===== config.mk =====
export PLATFORM = sky130hd
export DESIGN_NAME = vga_sync_decoder
export DESIGN_NICKNAME = d
export VERILOG_FILES = /design/src/rtl/vga_sync_decoder.sv
export SDC_FILE = /design/constraint.sdc
export NUM_CORES = 1
export LEC_CHECK = 0
export ABC_AREA = 1
export CAP_MARGIN = 40
export CORE_AREA = 3 3 116 118
export CTS_BUF_LIST = sky130_fd_sc_hd__clkbuf_8
export CTS_CLUSTER_SIZE = 16
export DETAILED_ROUTE_END_ITERATION = 8
export DIE_AREA = 0 0 119 121
export SLEW_MARGIN = 10
export SYNTH_ARGS = -nofsm -noshare
export SYNTH_HDL_FRONTEND = slang
export SYNTH_SLANG_ARGS = --single-unit

===== constraint.sdc =====
create_clock -name i_Clk -period 1.8 [get_ports i_Clk]
set_input_delay 0.18 -clock i_Clk [delete_from_list [all_inputs] [get_ports i_Clk]]
set_output_delay 0.18 -clock i_Clk [all_outputs]
set_load 0.01 [all_outputs]

===== src/rtl/vga_sync_decoder.sv =====
// rtl/vga_sync_decoder.sv - VGA sync decoder: recovers column/row counts and lock from HSync/VSync
//
// Ports:
//   i_Clk          pixel clock
//   i_Reset        asynchronous, active-high reset
//   i_HSync        horizontal sync, active low
//   i_VSync        vertical sync, active low
//   o_Col_Count    recovered column, 0..TOTAL_COLS-1 ((0,0) = first active pixel)
//   o_Row_Count    recovered row, 0..TOTAL_ROWS-1
//   o_Active       high while locked and inside the active area, aligned with the counts
//   o_Locked       line and frame periods verified
//   o_Frame_Start  one-clock pulse when locked and the counts wrap to (0,0)
//   o_Error        one-clock pulse on a timing violation while locked
module vga_sync_decoder #(
  parameter int TOTAL_COLS       = 800,
  parameter int TOTAL_ROWS       = 525,
  parameter int ACTIVE_COLS      = 640,
  parameter int ACTIVE_ROWS      = 480,
  parameter int FRONT_PORCH_HORZ = 18,
  parameter int FRONT_PORCH_VERT = 10,
  parameter int TIMEOUT_COLS     = 1600
) (
  input  logic       i_Clk,
  input  logic       i_Reset,
  input  logic       i_HSync,
  input  logic       i_VSync,
  output logic [9:0] o_Col_Count,
  output logic [9:0] o_Row_Count,
  output logic       o_Active,
  output logic       o_Locked,
  output logic       o_Frame_Start,
  output logic       o_Error
);

  localparam logic [9:0]  LP_H_START     = 10'(ACTIVE_COLS + FRONT_PORCH_HORZ);
  localparam logic [9:0]  LP_V_START     = 10'(ACTIVE_ROWS + FRONT_PORCH_VERT);
  localparam logic [9:0]  LP_COL_LAST    = 10'(TOTAL_COLS - 1);
  localparam logic [9:0]  LP_ROW_LAST    = 10'(TOTAL_ROWS - 1);
  localparam logic [9:0]  LP_ACTIVE_COLS = 10'(ACTIVE_COLS);
  localparam logic [9:0]  LP_ACTIVE_ROWS = 10'(ACTIVE_ROWS);
  localparam logic [9:0]  LP_TOTAL_ROWS  = 10'(TOTAL_ROWS);
  localparam logic [10:0] LP_TOTAL_COLS  = 11'(TOTAL_COLS);
  localparam logic [10:0] LP_TIMEOUT     = 11'(TIMEOUT_COLS);

  typedef enum logic [1:0] {SEARCH, ACQUIRE, LOCKED} state_t;

  logic        r_h_meta, r_h_sync, r_h_prev;
  logic        r_v_meta, r_v_sync, r_v_prev;
  logic [9:0]  r_col, r_row;
  logic [10:0] r_line_period;
  logic [9:0]  r_lines;
  state_t      r_state;
  logic        r_first_line;
  logic        r_locked, r_error, r_active, r_frame_start;

  logic        w_h_fall, w_v_fall, w_col_wrap;
  logic [9:0]  w_col_next, w_row_next;
  logic        w_period_ok, w_frame_ok, w_timeout;
  logic        w_acq_fail, w_acq_lock, w_lock_fail, w_locked_next;

  // Two synchroniser flops plus one history flop per sync; idle level is high.
  always_ff @(posedge i_Clk or posedge i_Reset) begin
    if (i_Reset) begin
      r_h_meta <= 1'b1;
      r_h_sync <= 1'b1;
      r_h_prev <= 1'b1;
      r_v_meta <= 1'b1;
      r_v_sync <= 1'b1;
      r_v_prev <= 1'b1;
    end else begin
      r_h_meta <= i_HSync;
      r_h_sync <= r_h_meta;
      r_h_prev <= r_h_sync;
      r_v_meta <= i_VSync;
      r_v_sync <= r_v_meta;
      r_v_prev <= r_v_sync;
    end
  end

  assign w_h_fall = r_h_prev & ~r_h_sync;
  assign w_v_fall = r_v_prev & ~r_v_sync;

  // A sync load always overrides the free-running step, including the wrap.
  assign w_col_wrap = (r_col == LP_COL_LAST) && !w_h_fall;
  assign w_col_next = w_h_fall ? LP_H_START :
                      (r_col == LP_COL_LAST) ? 10'd0 : r_col + 10'd1;
  assign w_row_next = w_v_fall ? LP_V_START :
                      !w_col_wrap ? r_row :
                      (r_row == LP_ROW_LAST) ? 10'd0 : r_row + 10'd1;

  assign w_period_ok = (r_line_period == LP_TOTAL_COLS);
  assign w_frame_ok  = (r_lines == LP_TOTAL_ROWS);
  assign w_timeout   = (r_line_period == LP_TIMEOUT);

  // The line period seen at the first HSync after entering ACQUIRE spans an
  // unknown interval, so it is not judged.
  assign w_acq_fail    = (r_state == ACQUIRE) && w_h_fall && !r_first_line && !w_period_ok;
  assign w_acq_lock    = (r_state == ACQUIRE) && !w_acq_fail && w_v_fall && w_frame_ok;
  assign w_lock_fail   = (r_state == LOCKED) &&
                         ((w_h_fall && !w_period_ok) || (w_v_fall && !w_frame_ok) || w_timeout);
  assign w_locked_next = ((r_state == LOCKED) && !w_lock_fail) || w_acq_lock;

  always_ff @(posedge i_Clk or posedge i_Reset) begin
    if (i_Reset) begin
      r_col         <= 10'd0;
      r_row         <= 10'd0;
      r_line_period <= 11'd0;
      r_lines       <= 10'd0;
      r_active      <= 1'b0;
      r_frame_start <= 1'b0;
    end else begin
      r_col <= w_col_next;
      r_row <= w_row_next;

      if (w_h_fall)
        r_line_period <= 11'd1;
      else if (r_line_period != 11'h7FF)
        r_line_period <= r_line_period + 11'd1;

      if (w_v_fall)
        r_lines <= w_h_fall ? 10'd1 : 10'd0;
      else if (w_h_fall && r_lines != 10'h3FF)
        r_lines <= r_lines + 10'd1;

      // Built from the next counts so the flag lines up with the count outputs.
      r_active      <= w_locked_next && (w_col_next < LP_ACTIVE_COLS) && (w_row_next < LP_ACTIVE_ROWS);
      r_frame_start <= w_locked_next && !w_h_fall && !w_v_fall &&
                       (w_col_next == 10'd0) && (w_row_next == 10'd0);
    end
  end

  always_ff @(posedge i_Clk or posedge i_Reset) begin
    if (i_Reset) begin
      r_state      <= SEARCH;
      r_first_line <= 1'b0;
      r_locked     <= 1'b0;
      r_error      <= 1'b0;
    end else begin
      r_locked <= w_locked_next;
      r_error  <= w_lock_fail;
      case (r_state)
        SEARCH: begin
          if (w_v_fall) begin
            r_state      <= ACQUIRE;
            r_first_line <= 1'b1;
          end
        end
        ACQUIRE: begin
          if (w_acq_fail) begin
            r_state <= SEARCH;
          end else begin
            if (w_h_fall)
              r_first_line <= 1'b0;
            if (w_acq_lock)
              r_state <= LOCKED;
          end
        end
        LOCKED: begin
          if (w_lock_fail)
            r_state <= SEARCH;
        end
        default: r_state <= SEARCH;
      endcase
    end
  end

  assign o_Col_Count   = r_col;
  assign o_Row_Count   = r_row;
  assign o_Active      = r_active;
  assign o_Locked      = r_locked;
  assign o_Frame_Start = r_frame_start;
  assign o_Error       = r_error;

endmodule

Word-level counts from Yosys, hierarchy flattened
Cells that the tools add are included.
{"block": "totals", "ff_bits": 54, "latch_bits": 0, "ramBits": 0, "romBits": 0, "input_bits": 4, "output_inout_bits": 24, "elab_cells": 95, "n_memories": 0}
{"block": "classes", "n_addsub": 4, "mul": 0, "div_mod_pow": 0, "order_cmp": 2, "n_eq_ne": 14, "shifts": 0, "mux": 19, "bitwise": 4, "reduce_logical": 36}
{"operator": "two-way mux 10 bit", "n": 7}
{"operator": "adder 10 x 1 -> 10 bit, second input constant", "n": 3}
{"operator": "== test 10 bit, second input constant", "n": 3}
{"operator": "two-way mux 11 bit", "n": 2}
{"operator": "logical NOT 10 bit", "n": 2}
{"operator": "logical AND 1 bit", "n": 18}
{"operator": "adder 11 x 1 -> 11 bit, second input constant", "n": 1}
{"operator": "== test 11 x 10 -> 1 bit, second input constant", "n": 1}
{"operator": "== test 11 bit, second input constant", "n": 1}
{"operator": "!= test 11 bit, second input constant", "n": 1}
{"operator": "< comparator 10 bit, second input constant", "n": 1}
{"operator": "< comparator 10 x 9 -> 1 bit, second input constant", "n": 1}
{"operator": "!= test 10 bit, second input constant", "n": 1}
{"operator": "two-way mux 2 bit", "n": 4}
{"operator": "!= test 2 bit, second input constant", "n": 4}
{"operator": "logical NOT 1 bit", "n": 7}
{"operator": "case mux 2 bit (3 select lines)", "n": 1}
{"operator": "nonzero test 2 bit", "n": 3}
{"operator": "two-way mux 1 bit", "n": 4}
{"operator": "AND reduction 4 bit", "n": 1}
{"operator": "logical OR 1 bit", "n": 3}
{"operator": "!= test 3 bit, second input constant", "n": 1}
{"operator": "AND reduction 3 bit", "n": 1}
{"operator": "AND 1 bit", "n": 2}
{"operator": "5 further kinds", "n": 6}

Longest topological paths before layout
Gate-level depths: netlist of the first run.
{"block": "logic_depth", "ltp_word": 14, "ltp_mapped": 13}

Least setup slack after synthesis of the first run
Ideal clock, no wire load.
{"block": "synth_path", "path_type": "register to register", "startpoint": "register r_col[0], in the netlist o_Col_Count[0]", "endpoint": "register r_frame_start, in the netlist o_Frame_Start", "setup_ns": 0.071, "arrival_ns": 1.605, "t_required_ns": 1.729, "setup_slack_ns": 0.124, "path_stages_with_launch": 13, "synth_period_minus_slack_ns": 1.676, "cell_sequence": "dfrtp_1 -> ha_1 -> nand3_2 -> nor2_4 -> nand3_4 -> buf_6 -> nand2_1 -> inv_1 -> nor2_2 -> nand3_1 -> nor2_1 -> nand2_1 -> nor2_1"}
{"block": "synth_via", "elab_chain_cells": 6, "word_cells_on_any_way": 11}
{"element": "from (decl)", "line": "49", "text": "logic [9:0] r_col, r_row;"}
{"element": "from (signal assigned)", "line": "112", "text": "r_col <= w_col_next;"}
{"element": "adder 10 x 1 -> 10 bit or == test 10 bit (tied branches)", "line": "86, 84"}
{"element": "two-way mux 10 bit or logical AND 1 bit (tied branches)", "line": "86, 84"}
{"element": "two-way mux 10 bit, on equally long branches", "line": "85, 88"}
{"element": "logical NOT 10 bit or two-way mux 10 bit (tied branches)", "line": "128, 87"}
{"element": "logical AND 1 bit or logical NOT 10 bit (tied branches)", "line": "127, 128"}
{"element": "logical AND 1 bit (*)", "line": "128", "text": "(w_col_next == 10'd0) && (w_row_next == 10'd0);"}
{"element": "to (signal assigned)", "line": "127", "text": "r_frame_start <= w_locked_next && !w_h_fall && !w_v_fall &&"}
{"element": "to (decl)", "line": "54", "text": "logic r_locked, r_error, r_active, r_frame_start;"}
Every way passes the cells marked *; elsewhere a longest branch is shown, timed or not.
A chain may end at the register's enable or synchronous reset.

Worst setup path after layout of the first run
{"block": "layout_path", "startpoint": "register r_col[1], in the netlist o_Col_Count[1]", "endpoint": "register r_active, in the netlist o_Active"}
{"block": "layout_via", "elab_chain_cells": 6, "word_cells_on_any_way": 11}
{"element": "== test 10 bit", "line": "84", "text": "assign w_col_wrap = (r_col == LP_COL_LAST) && !w_h_fall;"}
{"element": "logical AND 1 bit", "line": "84"}
{"element": "two-way mux 10 bit", "line": "88", "text": "!w_col_wrap ? r_row :"}
{"element": "two-way mux 10 bit", "line": "87", "text": "assign w_row_next = w_v_fall ? LP_V_START :"}
{"element": "via w_row_next[8]", "line": "57", "text": "logic [9:0] w_col_next, w_row_next;"}
{"element": "< comparator 10 x 9 -> 1 bit", "line": "126", "text": "r_active <= w_locked_next && (w_col_next < LP_ACTIVE_COLS) && (w_row_next < LP_ACTIVE_ROWS);"}
{"element": "logical AND 1 bit", "line": "126"}
{"element": "to (signal assigned)", "line": "126"}
{"element": "to (decl)", "line": "54"}
The timed path passes the listed nets, and every way through them passes these cells.

==> impl_results.rst, run 1 <==
.. list-table::
   :header-rows: 1

   * - Metric
     - Value
   * - Result of the run
     - finished, final reports clean
   * - Data arrival time of the critical path
     - 1.98 ns
   * - Clock-pin slew on the worst setup and hold paths
     - 0.10 ns
   * - Die width
     - 119 um
   * - Setup clock skew after layout
     - 0.01317 ns
   * - Worst-skew pair later-pin latency
     - 0.31 ns
   * - Type of the worst min-delay path
     - in -> async
   * - Post-detailed-route count of antenna-violating nets
     - 0
   * - Share of the clock period used by the worst path after layout
     - 98.95%
   * - Final routed wire length divided by cell count
     - 11.93 um
   * - Number of standard cells in the final layout excluding fillers
     - 666
   * - First-pass GRT wire length
     - 13090 um
   * - Total placed cells including tap cells
     - 656
   * - Drc violations
     - 0
   * - IO Port Bufs
     - 27
   * - Total Routed Length
     - 7944 um
   * - Post-route setup TNS
     - 0 ns
   * - Endpoint of the lowest-slack register-to-register path
     - o_Active
   * - Area occupied by registers
     - 1360 um2
   * - Min Clock Period, post-route
     - 1.781 ns
   * - Layout cells sized above 1
     - 14.98%
   * - Warnings from Yosys
     - 0
   * - Final nets
     - 504
   * - H-tree levels
     - 2
   * - Vias after detailed routing
     - 2983
   * - Top post-synthesis cells by area
     - sky130_fd_sc_hd__dfrtp_1 38%, sky130_fd_sc_hd__nand2_1 15%, sky130_fd_sc_hd__inv_1 7.1%
   * - Synthesized area per cell
     - 7.160 um2
   * - CP max FO
     - 6
   * - Cts bufs inserted
     - 5
   * - Filler cell count
     - 1346
   * - Placer congestion estimate
     - 0.9287
   * - Multi-input combinational cell area
     - 1595 um2
   * - Top delay family on crit path
     - simple AND/OR/NAND/NOR gates
   * - DR iter-0 viols
     - 146
   * - Largest net degree at the start of global routing
     - 25
   * - Sequential cell area fraction in the yosys report
     - 43.53%
   * - Launch instance of the worst register-to-register path
     - o_Col_Count[1]
   * - Final HPWL DP
     - 5997 um
   * - CTS Hold Buffers Added
     - 0
   * - Unrepaired setup endpoints after global routing
     - yes
   * - Total standard cell area after synthesis
     - 3122 um2
   * - Static Leakage
     - 1.907 nW
   * - Slew Limit Fails
     - 0
   * - Die footprint
     - 14400 um2
   * - Maximum achievable frequency
     - 561.5 MHz
   * - Kind of end point of the critical path
     - flip-flop
   * - Netlist cell types
     - 32
   * - Count of final hold-check violations
     - 0
   * - Number of synthesized register bits
     - 54
   * - Kind of critical path
     - reg -> reg
   * - Library cell used as clock root buffer
     - sky130_fd_sc_hd__clkbuf_8
   * - Max Root-Sink Buffers
     - 2
   * - Number of top-level design ports
     - 28
   * - Total core area
     - 12570 um2
   * - Via count of the first global-routing pass
     - 2891
   * - Data required time of the worst path
     - 2.00 ns
   * - Cells traversed along the worst timing path
     - ha_4, nand3_4, nor2_4, nand3_4, inv_4, nand2_1, o21ai_2, nand2_1, o21ai_1, nor2_1
   * - Worst Path Buf+Inv
     - 1
   * - Area leader, netlist
     - sky130_fd_sc_hd__dfrtp_1
   * - Number of diodes added for antenna fixing
     - 0
   * - Sink Count
     - 54
   * - Reg-to-reg slack, setup
     - 0.02 ns
   * - Gr ovfl total
     - 0
   * - Instance area after placement
     - 3799 um2
   * - Slew headroom
     - 71.82%
   * - TritonCTS clock tree
     - done
   * - Num rows
     - 41
   * - Number of optimization iterations in the first detailed-route pass
     - 4
   * - Worst Setup Start Kind
     - flip-flop
   * - Antenna violations before repair
     - 0
   * - Delay of the slowest cell on the worst path
     - 0.41 ns
   * - Overall power consumption
     - 2.972 mW
   * - Starting density of the core
     - 24.84%
   * - Pwr/cell area
     - 738.4 nW/um2
   * - Layout Utilization
     - 32.03%
   * - Total of endpoints with negative setup slack in the final report
     - 0
   * - Library cell contributing the largest single delay on the critical path
     - sky130_fd_sc_hd__dfrtp_1
   * - Number of violations of the max-capacitance limit
     - 0
   * - Relative area change from synthesis to final layout
     - 28.94%
   * - IR drop worst, VDD
     - 0.0002953 V
   * - Via density
     - 4.479
   * - Actual slew at the worst max-slew pin
     - 0.4221 ns
   * - Reg2Reg Depth
     - 10
   * - Total routing resource utilization after global routing
     - 10.99%
   * - Synth top area share
     - 38.48%
   * - Final non-filler cell area
     - 4025 um2
   * - Die boundary height
     - 121 um
   * - Number of standard cells after synthesis
     - 436
   * - Net Count, Synth
     - 447
[through the flow]
stage / hold WS [ns] / setup slack (ns)
after global placement: 0.3460 / 0.01675
after global routing: 0.2374 / -0.1173
after CTS: 0.2208 / 0.001362
final: 0.1990 / 0.01893
after detailed placement: 0.3475 / -0.009998
after floorplan: 0.1845 / 0.1241
[per-layer routing]
metal	vias up	part of all wire (%)	track usage [%]
li1	1509	-	-
met1	1405	45	13.09
met2	56	50	19.82
met3	13	4.2	2.238
met4	0	1.4	3.476
met5	-	0	0
[how the worst max path moves through the flow]
stage,from,to,cells after the start
CTS,o_Col_Count[0],o_Active,10
detailed placement,o_Col_Count[0],o_Active,10
global placement,o_Col_Count[0],o_Active,10
floorplan,o_Col_Count[0],o_Frame_Start,12
finish,o_Col_Count[1],o_Active,10
global route,o_Col_Count[1],o_Active,10
[cell type report]
cell class | count | share of cell area [%]
Clock buffer | 5 | 1.710
Inverter | 64 | 6.030
Multi-Input combinational cell | 314 | 39.63
Sequential cell | 54 | 33.79
Timing Repair Buffer | 54 | 12.56
Tap cell | 172 | 5.347
Clock inverter | 3 | 0.9325
[cells in the mapped netlist, drive strengths merged]
cell type,instances
buf,3
and3,1
o31ai,1
ha,7
clkbuf,2
dfstp,6
o21ai,22
xnor2,1
nand3,41
nand3b,1
nand4,10
nor2,64
a21oi,7
a31oi,4
dfrtp,48
o22ai,1
nor4,3
nor3,14
xor2,7
o21bai,2
clkinv,2
inv,62
nand2,124
o21a,3
[kinds of logic (layout without fill, tap and decap cells)]
group | Yosys count | in the layout | share of synthesized area, %
XOR/XNOR | 8 | 8 | 2.245
buffers and inverters | 69 | 126 | 8.617
AND/OR/NAND/NOR | 258 | 259 | 35.59
flip-flops | 54 | 54 | 43.53
adder cells (fa/ha/maj) | 7 | 7 | 2.805
AO/OA/AOI/OAI | 40 | 40 | 7.214
[registers in the layout (all words and copies together) (netlist names)]
| signal | cells |
|---|---|
| o_Active | 1 |
| o_Locked | 1 |
| o_Frame_Start | 1 |
| o_Col_Count | 10 |
| r_v_prev | 1 |
| r_lines | 10 |
| r_line_period | 11 |
| r_h_meta | 1 |
| r_first_line | 1 |
| r_v_meta | 1 |
| r_state | 2 |
| o_Row_Count | 10 |
| r_v_sync | 1 |
| r_h_sync | 1 |
| o_Error | 1 |
| r_h_prev | 1 |
[worst register-to-register path: cells and delay by family, from the launching register on]
| kind | cells | cell delay [ns] |
|---|---|---|
| fa+ha+maj | 1 | 0.19 |
| compound gates | 2 | 0.28 |
| simple gates | 6 | 0.69 |
| buf+inv | 1 | 0.11 |
| flops | 1 | 0.41 |
[cell usage in the layout, fill, tap and decap left out, types with 5 or more instances in the layout]
master                              n
sky130_fd_sc_hd__nor2_1            54
sky130_fd_sc_hd__inv_2              5
sky130_fd_sc_hd__nor3_1            13
sky130_fd_sc_hd__xor2_1             7
sky130_fd_sc_hd__inv_1             58
sky130_fd_sc_hd__nand2_1          116
sky130_fd_sc_hd__nor2_2             7
sky130_fd_sc_hd__o21ai_0           17
sky130_fd_sc_hd__clkdlybuf4s50_1   27
sky130_fd_sc_hd__nand3_1           38
sky130_fd_sc_hd__dfstp_2            6
sky130_fd_sc_hd__a21oi_1            7
sky130_fd_sc_hd__dfrtp_1           47
sky130_fd_sc_hd__buf_4             23
sky130_fd_sc_hd__nand2_2            8
sky130_fd_sc_hd__nand4_1           10
sky130_fd_sc_hd__ha_1               6
sky130_fd_sc_hd__clkbuf_8           5
[where the power goes]
group / total, mW / switching, mW / internal [mW]
sequential: 1.48 / 0.139 / 1.34
clock: 0.797 / 0.391 / 0.406
combinational: 0.699 / 0.389 / 0.310
[what timing repair did]
action	4_1_cts	5_1_grt
cloned	0	1
setup endpoints to repair	1	16
buffers inserted	0	1
gates resized for setup	1	29
pin swaps	1	10
No activity file was read; power rests on OpenSTA's default activity.
==> inputs of run 2 (changes only) <==
DONT_BUFFER_PORTS = 1   (was unset)
==> impl_results.rst, run 2 (synthesis gave the netlist of run 1 again) <==
.. list-table::
   :header-rows: 1

   * - Metric
     - Value
   * - Clock-pin slew on the worst setup and hold paths
     - 0.11 ns (was 0.10 ns)
   * - Overall power consumption
     - 2.931 mW (was 2.972 mW)
   * - Cts bufs inserted
     - 5 (unchanged)
   * - Number of optimization iterations in the first detailed-route pass
     - 7 (was 4)
   * - Kind of critical path
     - reg -> reg (unchanged)
   * - Number of standard cells in the final layout excluding fillers
     - 661 (was 666)
   * - Kind of end point of the critical path
     - flip-flop (unchanged)
   * - Worst Setup Start Kind
     - flip-flop (unchanged)
   * - Data required time of the worst path
     - 2.05 ns (was 2.00 ns)
   * - Total routing resource utilization after global routing
     - 10.71% (was 10.99%)
   * - Slew headroom
     - 69.69% (was 71.82%)
   * - Layout Utilization
     - 31.37% (was 32.03%)
   * - Data arrival time of the critical path
     - 2.00 ns (was 1.98 ns)
   * - DR iter-0 viols
     - 225 (was 146)
   * - Total Routed Length
     - 7931 um (was 7944 um)
   * - CP max FO
     - 6 (unchanged)
   * - Setup clock skew after layout
     - 0.01685 ns (was 0.01317 ns)
   * - Type of the worst min-delay path
     - in -> async (unchanged)
   * - Unrepaired setup endpoints after global routing
     - yes (unchanged)
   * - Number of violations of the max-capacitance limit
     - 0 (unchanged)
   * - IR drop worst, VDD
     - 0.0002644 V (was 0.0002953 V)
   * - Net switching fraction of the power
     - 31.55% (was 30.94%)
   * - Maximum achievable frequency
     - 569.8 MHz (was 561.5 MHz)
   * - Library cell contributing the largest single delay on the critical path
     - sky130_fd_sc_hd__dfrtp_1 (unchanged)
   * - Total placed cells including tap cells
     - 640 (was 656)
   * - Antenna violations before repair
     - 0 (unchanged)
   * - Share of the clock period used by the worst path after layout
     - 97.49% (was 98.95%)
   * - Total of endpoints with negative setup slack in the final report
     - 0 (unchanged)
   * - Placer congestion estimate
     - 0.9122 (was 0.9287)
   * - Number of diodes added for antenna fixing
     - 0 (unchanged)
   * - IO Port Bufs
     - 0 (was 27)
   * - Via count of the first global-routing pass
     - 2715 (was 2891)
   * - Cells traversed along the worst timing path
     - ha_4, nand3_4, nor2_4, nand3_4, o21ai_2, nand2_1, nor2_1, nand2_1, nor2_1, nand2_1, nor2_1 (was ha_4, nand3_4, nor2_4, nand3_4, inv_4, nand2_1, o21ai_2, nand2_1, o21ai_1, nor2_1)
   * - Hold slack
     - 0.3200 ns (was 0.1990 ns)
   * - Final routed wire length divided by cell count
     - 12.00 um (was 11.93 um)
   * - Die boundary height
     - 121 um (unchanged)
   * - Final non-filler cell area
     - 3943 um2 (was 4025 um2)
   * - Vias after detailed routing
     - 2977 (was 2983)
   * - Count of final hold-check violations
     - 0 (unchanged)
   * - TritonCTS clock tree
     - done (unchanged)
   * - Library cell used as clock root buffer
     - sky130_fd_sc_hd__clkbuf_8 (unchanged)
   * - Pwr/cell area
     - 743.5 nW/um2 (was 738.4 nW/um2)
   * - Max FFs per register
     - 11 (unchanged)
   * - Total core area
     - 12570 um2 (unchanged)
   * - Combinational share of power
     - 22.0% (was 23.5%)
   * - Clock power frac
     - 27.5% (was 26.8%)
   * - Commonest cells after routing, fill and taps aside
     - 119 x sky130_fd_sc_hd__nand2_1, 55 x sky130_fd_sc_hd__nor2_1, 54 x sky130_fd_sc_hd__inv_1, 48 x sky130_fd_sc_hd__dfrtp_1, 43 x sky130_fd_sc_hd__buf_4 (was 116 x sky130_fd_sc_hd__nand2_1, 58 x sky130_fd_sc_hd__inv_1, 54 x sky130_fd_sc_hd__nor2_1, 47 x sky130_fd_sc_hd__dfrtp_1, 38 x sky130_fd_sc_hd__nand3_1)
   * - Worst-skew pair later-pin latency
     - 0.32 ns (was 0.31 ns)
   * - Starting density of the core
     - 24.84% (unchanged)
   * - Slew Limit Fails
     - 0 (unchanged)
   * - Part of the total power dissipated in sequential elements
     - 50.4% (was 49.7%)
   * - Static Leakage
     - 1.902 nW (was 1.907 nW)
   * - First-pass GRT wire length
     - 12700 um (was 13090 um)
   * - Instance area after placement
     - 3598 um2 (was 3799 um2)
   * - Most common cell after layout, fill and taps aside
     - sky130_fd_sc_hd__nand2_1 (unchanged)
   * - Actual slew at the worst max-slew pin
     - 0.4540 ns (was 0.4221 ns)
   * - Number of top-level design ports
     - 28 (unchanged)
   * - Largest net degree at the start of global routing
     - 22 (was 25)
   * - Drc violations
     - 0 (unchanged)
   * - Die footprint
     - 14400 um2 (unchanged)
   * - Die width
     - 119 um (unchanged)
   * - Gr ovfl total
     - 0 (unchanged)
   * - Relative area change from synthesis to final layout
     - 26.29% (was 28.94%)
   * - Cell Int Power
     - 2.007 mW (was 2.053 mW)
   * - Layout cells sized above 1
     - 19.84% (was 14.98%)
   * - Num rows
     - 41 (unchanged)
   * - H-tree levels
     - 2 (unchanged)
   * - Result of the run
     - finished, final reports clean (unchanged)
   * - Final HPWL DP
     - 5954 um (was 5997 um)
   * - Sw power
     - 0.9246 mW (was 0.9197 mW)
   * - Max Root-Sink Buffers
     - 2 (unchanged)
   * - Sink Count
     - 54 (unchanged)
   * - Min Clock Period, post-route
     - 1.755 ns (was 1.781 ns)
   * - Via density
     - 4.504 (was 4.479)
   * - Register with the most flip-flops
     - r_line_period (unchanged)
   * - Post-detailed-route count of antenna-violating nets
     - 0 (unchanged)
   * - Filler cell count
     - 1346 (unchanged)
   * - Final nets
     - 500 (was 504)
   * - Delay of the slowest cell on the worst path
     - 0.42 ns (was 0.41 ns)
run 2: cell types whose count changed in the layout (fill, tap and decap cells not counted), moves of 4 or more:
cell / previous run / this run
sky130_fd_sc_hd__nand2_2: 8 / 3
sky130_fd_sc_hd__buf_4: 23 / 43
sky130_fd_sc_hd__inv_1: 58 / 54
sky130_fd_sc_hd__nand3_2: 1 / 5
sky130_fd_sc_hd__clkdlybuf4s50_1: 27 / 0
run 2: per-layer routing:
| metal | routed length, um | global-route usage (%) | vias up |
|---|---|---|---|
| met4 | 162 | 3.548 | 0 |
| met2 | 3756 | 17.77 | 95 |
| met3 | 437 | 2.378 | 13 |
| met1 | 3574 | 13.85 | 1371 |
| met5 | 0 | 0 | - |
| li1 | - | - | 1498 |
run 2: worst paths after layout:
check | from | slack (ns) | endpoint | cells past startpoint
min in group i_Clk | r_h_meta | 0.36 | r_h_sync | 0
max | o_Col_Count[1] | 0.05 | o_Frame_Start | 11
max in group asynchronous | i_Reset | 0.81 | r_h_meta | 3
min reg2reg | r_h_meta | 0.36 | r_h_sync | 0
min | i_Reset | 0.32 | o_Col_Count[3] | 2
max reg2reg | o_Col_Count[1] | 0.05 | o_Frame_Start | 11
run 2: per-stage QoR:
stage | worst slack, ns | TNS (ns)
6_report | 0.04515 | 0
5_1_grt | -0.07520 | -0.1328
4_1_cts | 0.01783 | 0
3_5_place_dp | 0.002193 | 0
3_3_place_gp | 0.01288 | 0
2_1_floorplan | 0.1241 | 0
run 2: repair_timing:
action,4_1_cts,5_1_grt
pin swaps,0,14
setup endpoints to repair,1,17
hold buffers,3,0
setup buffers,0,10
resized for setup,1,34
gates cloned,0,1
endpoints found under the hold margin,19,0
run 2: power by group through the flow:
stage          Combinational, mW  Clock, mW  Sequential, mW
2_1_floorplan              0.364          0            1.49
3_3_place_gp               0.592          0            1.47
3_5_place_dp               0.601          0            1.48
4_1_cts                    0.610      0.858            1.46
5_1_grt                    0.728      0.891            1.50
6_report                   0.646      0.807            1.48
run 2: layout make-up:
class                      count  area, um2  share of cell area (%)
tap                          172      215.2                   5.459
inverter                      64      246.5                   6.252
sequential                    54       1359                   34.47
timing repair buffer          50      410.4                   10.41
multi-input combinational    314       1604                   40.69
clock buffer                   5      68.82                   1.745
clock inverter                 2      38.79                  0.9838
run 2: worst max-delay path: cells and delay by family (launching register included):
family / cells / cell delay (ns)
simple gates: 9 / 0.99
compound gates: 1 / 0.11
fa+ha+maj: 1 / 0.17
flops: 1 / 0.42
==> inputs of run 3 (changes only) <==
CORE_AREA = 3 3 84 165   (was 3 3 116 118)
DIE_AREA = 0 0 87 168   (was 0 0 119 121)
==> impl_results.rst, run 3 (synthesis gave the netlist of run 1 again) <==
.. list-table::
   :header-rows: 1

   * - Metric
     - Value
   * - Clock-pin slew on the worst setup and hold paths
     - 0.11 ns (about the same)
   * - IO Port Bufs
     - 0 (unchanged)
   * - Die width
     - 87 um (was 119 um)
   * - Worst-skew pair later-pin latency
     - 0.33 ns (was 0.32 ns)
   * - Static Leakage
     - 1.886 nW (was 1.902 nW)
   * - Actual slew at the worst max-slew pin
     - 0.5529 ns (was 0.4540 ns)
   * - Slew Limit Fails
     - 0 (unchanged)
   * - Final nets
     - 499 (was 500)
   * - First-pass GRT wire length
     - 14210 um (was 12700 um)
   * - Met2 capacity usage during global routing
     - 23.17% (was 17.77%)
   * - Worst Setup Start Kind
     - flip-flop (unchanged)
   * - Number of standard cells in the final layout excluding fillers
     - 639 (was 661)
   * - Layout Utilization
     - 30.60% (was 31.37%)
   * - Post-route setup TNS
     - 0 ns (unchanged)
   * - Total placed cells including tap cells
     - 618 (was 640)
   * - Total routing resource utilization after global routing
     - 12.30% (was 10.71%)
   * - Kind of critical path
     - reg -> reg (unchanged)
   * - Most common cell after layout, fill and taps aside
     - sky130_fd_sc_hd__nand2_1 (unchanged)
   * - Worst setup slack after layout
     - 0.03508 ns (was 0.04515 ns)
   * - Slew headroom
     - 62.80% (was 69.69%)
   * - Max Root-Sink Buffers
     - 2 (unchanged)
   * - Library cell used as clock root buffer
     - sky130_fd_sc_hd__clkbuf_8 (unchanged)
   * - Kind of end point of the critical path
     - flip-flop (unchanged)
   * - Global routing usage on met3
     - 2.644% (was 2.378%)
   * - Commonest cells after routing, fill and taps aside
     - 119 x sky130_fd_sc_hd__nand2_1, 55 x sky130_fd_sc_hd__inv_1, 53 x sky130_fd_sc_hd__nor2_1, 47 x sky130_fd_sc_hd__dfrtp_1, 43 x sky130_fd_sc_hd__buf_4 (was 119 x sky130_fd_sc_hd__nand2_1, 55 x sky130_fd_sc_hd__nor2_1, 54 x sky130_fd_sc_hd__inv_1, 48 x sky130_fd_sc_hd__dfrtp_1, 43 x sky130_fd_sc_hd__buf_4)
   * - Total of endpoints with negative setup slack in the final report
     - 0 (unchanged)
   * - Final non-filler cell area
     - 3886 um2 (was 3943 um2)
   * - Max FFs per register
     - 11 (unchanged)
   * - Result of the run
     - finished, final reports clean (unchanged)
   * - Vias after detailed routing
     - 3053 (was 2977)
   * - Placement Setup Slack
     - -0.05490 ns (was 0.002193 ns)
   * - Num rows
     - 58 (was 41)
   * - Data arrival time of the critical path
     - 1.99 ns (was 2.00 ns)
   * - Unrepaired setup endpoints after global routing
     - yes (unchanged)
   * - TritonCTS clock tree
     - done (unchanged)
   * - Number of optimization iterations in the first detailed-route pass
     - 4 (was 7)
   * - Share of the clock period used by the worst path after layout
     - 98.05% (was 97.49%)
   * - Instance area after placement
     - 3571 um2 (was 3598 um2)
   * - Layout cells sized above 1
     - 20.45% (was 19.84%)
   * - Total Routed Length
     - 8786 um (was 7931 um)
   * - Relative area change from synthesis to final layout
     - 24.49% (was 26.29%)
   * - Number of top-level design ports
     - 28 (unchanged)
   * - Die footprint
     - 14620 um2 (was 14400 um2)
   * - Placer congestion estimate
     - 0.8866 (was 0.9122)
   * - Starting density of the core
     - 24.58% (was 24.84%)
   * - Cts bufs inserted
     - 5 (unchanged)
   * - Total core area
     - 12700 um2 (was 12570 um2)
   * - Register with the most flip-flops
     - r_line_period (unchanged)
   * - Die boundary height
     - 168 um (was 121 um)
   * - GRT Max-Usage Layer
     - met2 (unchanged)
   * - Largest net degree at the start of global routing
     - 55 (was 22)
   * - Min Clock Period, post-route
     - 1.765 ns (was 1.755 ns)
   * - Gr ovfl total
     - 0 (unchanged)
   * - Overall power consumption
     - 2.944 mW (was 2.931 mW)
   * - Maximum achievable frequency
     - 566.6 MHz (was 569.8 MHz)
   * - Number of violations of the max-capacitance limit
     - 0 (unchanged)
   * - Number of diodes added for antenna fixing
     - 0 (unchanged)
   * - Final HPWL DP
     - 6658 um (was 5954 um)
   * - Setup clock skew after layout
     - 0.005861 ns (was 0.01685 ns)
   * - IR drop worst, VDD
     - 0.0002579 V (was 0.0002644 V)
   * - Area occupied by registers
     - 1360 um2 (was 1359 um2)
   * - Sink Count
     - 54 (unchanged)
   * - Via density
     - 4.778 (was 4.504)
   * - Reg2Reg Depth
     - 10 (was 11)
   * - Data required time of the worst path
     - 2.03 ns (was 2.05 ns)
   * - Filler cell count
     - 1316 (was 1346)
   * - Drc violations
     - 0 (unchanged)
   * - Final routed wire length divided by cell count
     - 13.75 um (was 12.00 um)
   * - Via count of the first global-routing pass
     - 3021 (was 2715)
   * - Pwr/cell area
     - 757.5 nW/um2 (was 743.5 nW/um2)
   * - Post-detailed-route count of antenna-violating nets
     - 0 (unchanged)
   * - Met1 global-route usage
     - 11.86% (was 13.85%)
   * - CP max FO
     - 6 (unchanged)
   * - Reg-to-reg slack, setup
     - 0.04 ns (was 0.05 ns)
   * - Hold slack
     - 0.3464 ns (was 0.3200 ns)
   * - Type of the worst min-delay path
     - in -> async (unchanged)
   * - Count of final hold-check violations
     - 0 (unchanged)
   * - H-tree levels
     - 2 (unchanged)
   * - Multi-input combinational cell area
     - 1608 um2 (was 1604 um2)
   * - DR iter-0 viols
     - 108 (was 225)
   * - Antenna violations before repair
     - 0 (unchanged)
run 3: what timing repair did:
item,4_1_cts,5_1_grt
setup buffers,2,6
hold endpoints to repair,50,0
hold buffers,3,0
cloned,1,1
resized for setup,7,27
setup endpoints to repair,2,15
pin swaps,2,14
run 3: cell type report:
| cell class | instances | area share, % |
|---|---|---|
| clock buffers | 6 | 2.125 |
| well taps | 150 | 4.829 |
| repair buffers | 49 | 10.01 |
| clock inverters | 2 | 0.4185 |
| inverters | 64 | 6.246 |
| multi-input cells | 314 | 41.37 |
| flip-flops and latches | 54 | 35.00 |
run 3: metal layers:
metal  up-vias  share of wire (%)  routed length (um)
met2        58                 57                4993
met4         0                4.1                 359
met5         -                  0                   0
met1      1484                 35                3095
met3        22                3.8                 338
li1       1489                  -                   -
run 3: path summary, 6_finish.rpt:
kind	start	to
hold / removal	i_Reset	r_line_period[3]
min in group i_Clk	r_h_meta	r_h_sync
hold reg to reg	r_h_meta	r_h_sync
setup / recovery	o_Col_Count[1]	o_Active
setup reg to reg	o_Col_Count[1]	o_Active
max in group asynchronous	i_Reset	r_v_prev
run 3: power by group:
group / switching [mW] / leakage, nW / internal, mW
registers: 0.130 / 0.664 / 1.34
logic: 0.416 / 1.17 / 0.291
clock network: 0.450 / 0.0478 / 0.318
run 3: worst max-delay path: stages, from the launching register on:
cell and delay (ns):
sky130_fd_sc_hd__dfrtp_1 0.41, sky130_fd_sc_hd__ha_4 0.19, sky130_fd_sc_hd__nand3_4 0.09, sky130_fd_sc_hd__nor2_4 0.18, sky130_fd_sc_hd__nand3_4 0.17, sky130_fd_sc_hd__inv_4 0.12, sky130_fd_sc_hd__nand2_2 0.08, sky130_fd_sc_hd__o21ai_2 0.18
sky130_fd_sc_hd__nand2_1 0.08, sky130_fd_sc_hd__o21ai_1 0.13, sky130_fd_sc_hd__nor2_1 0.05
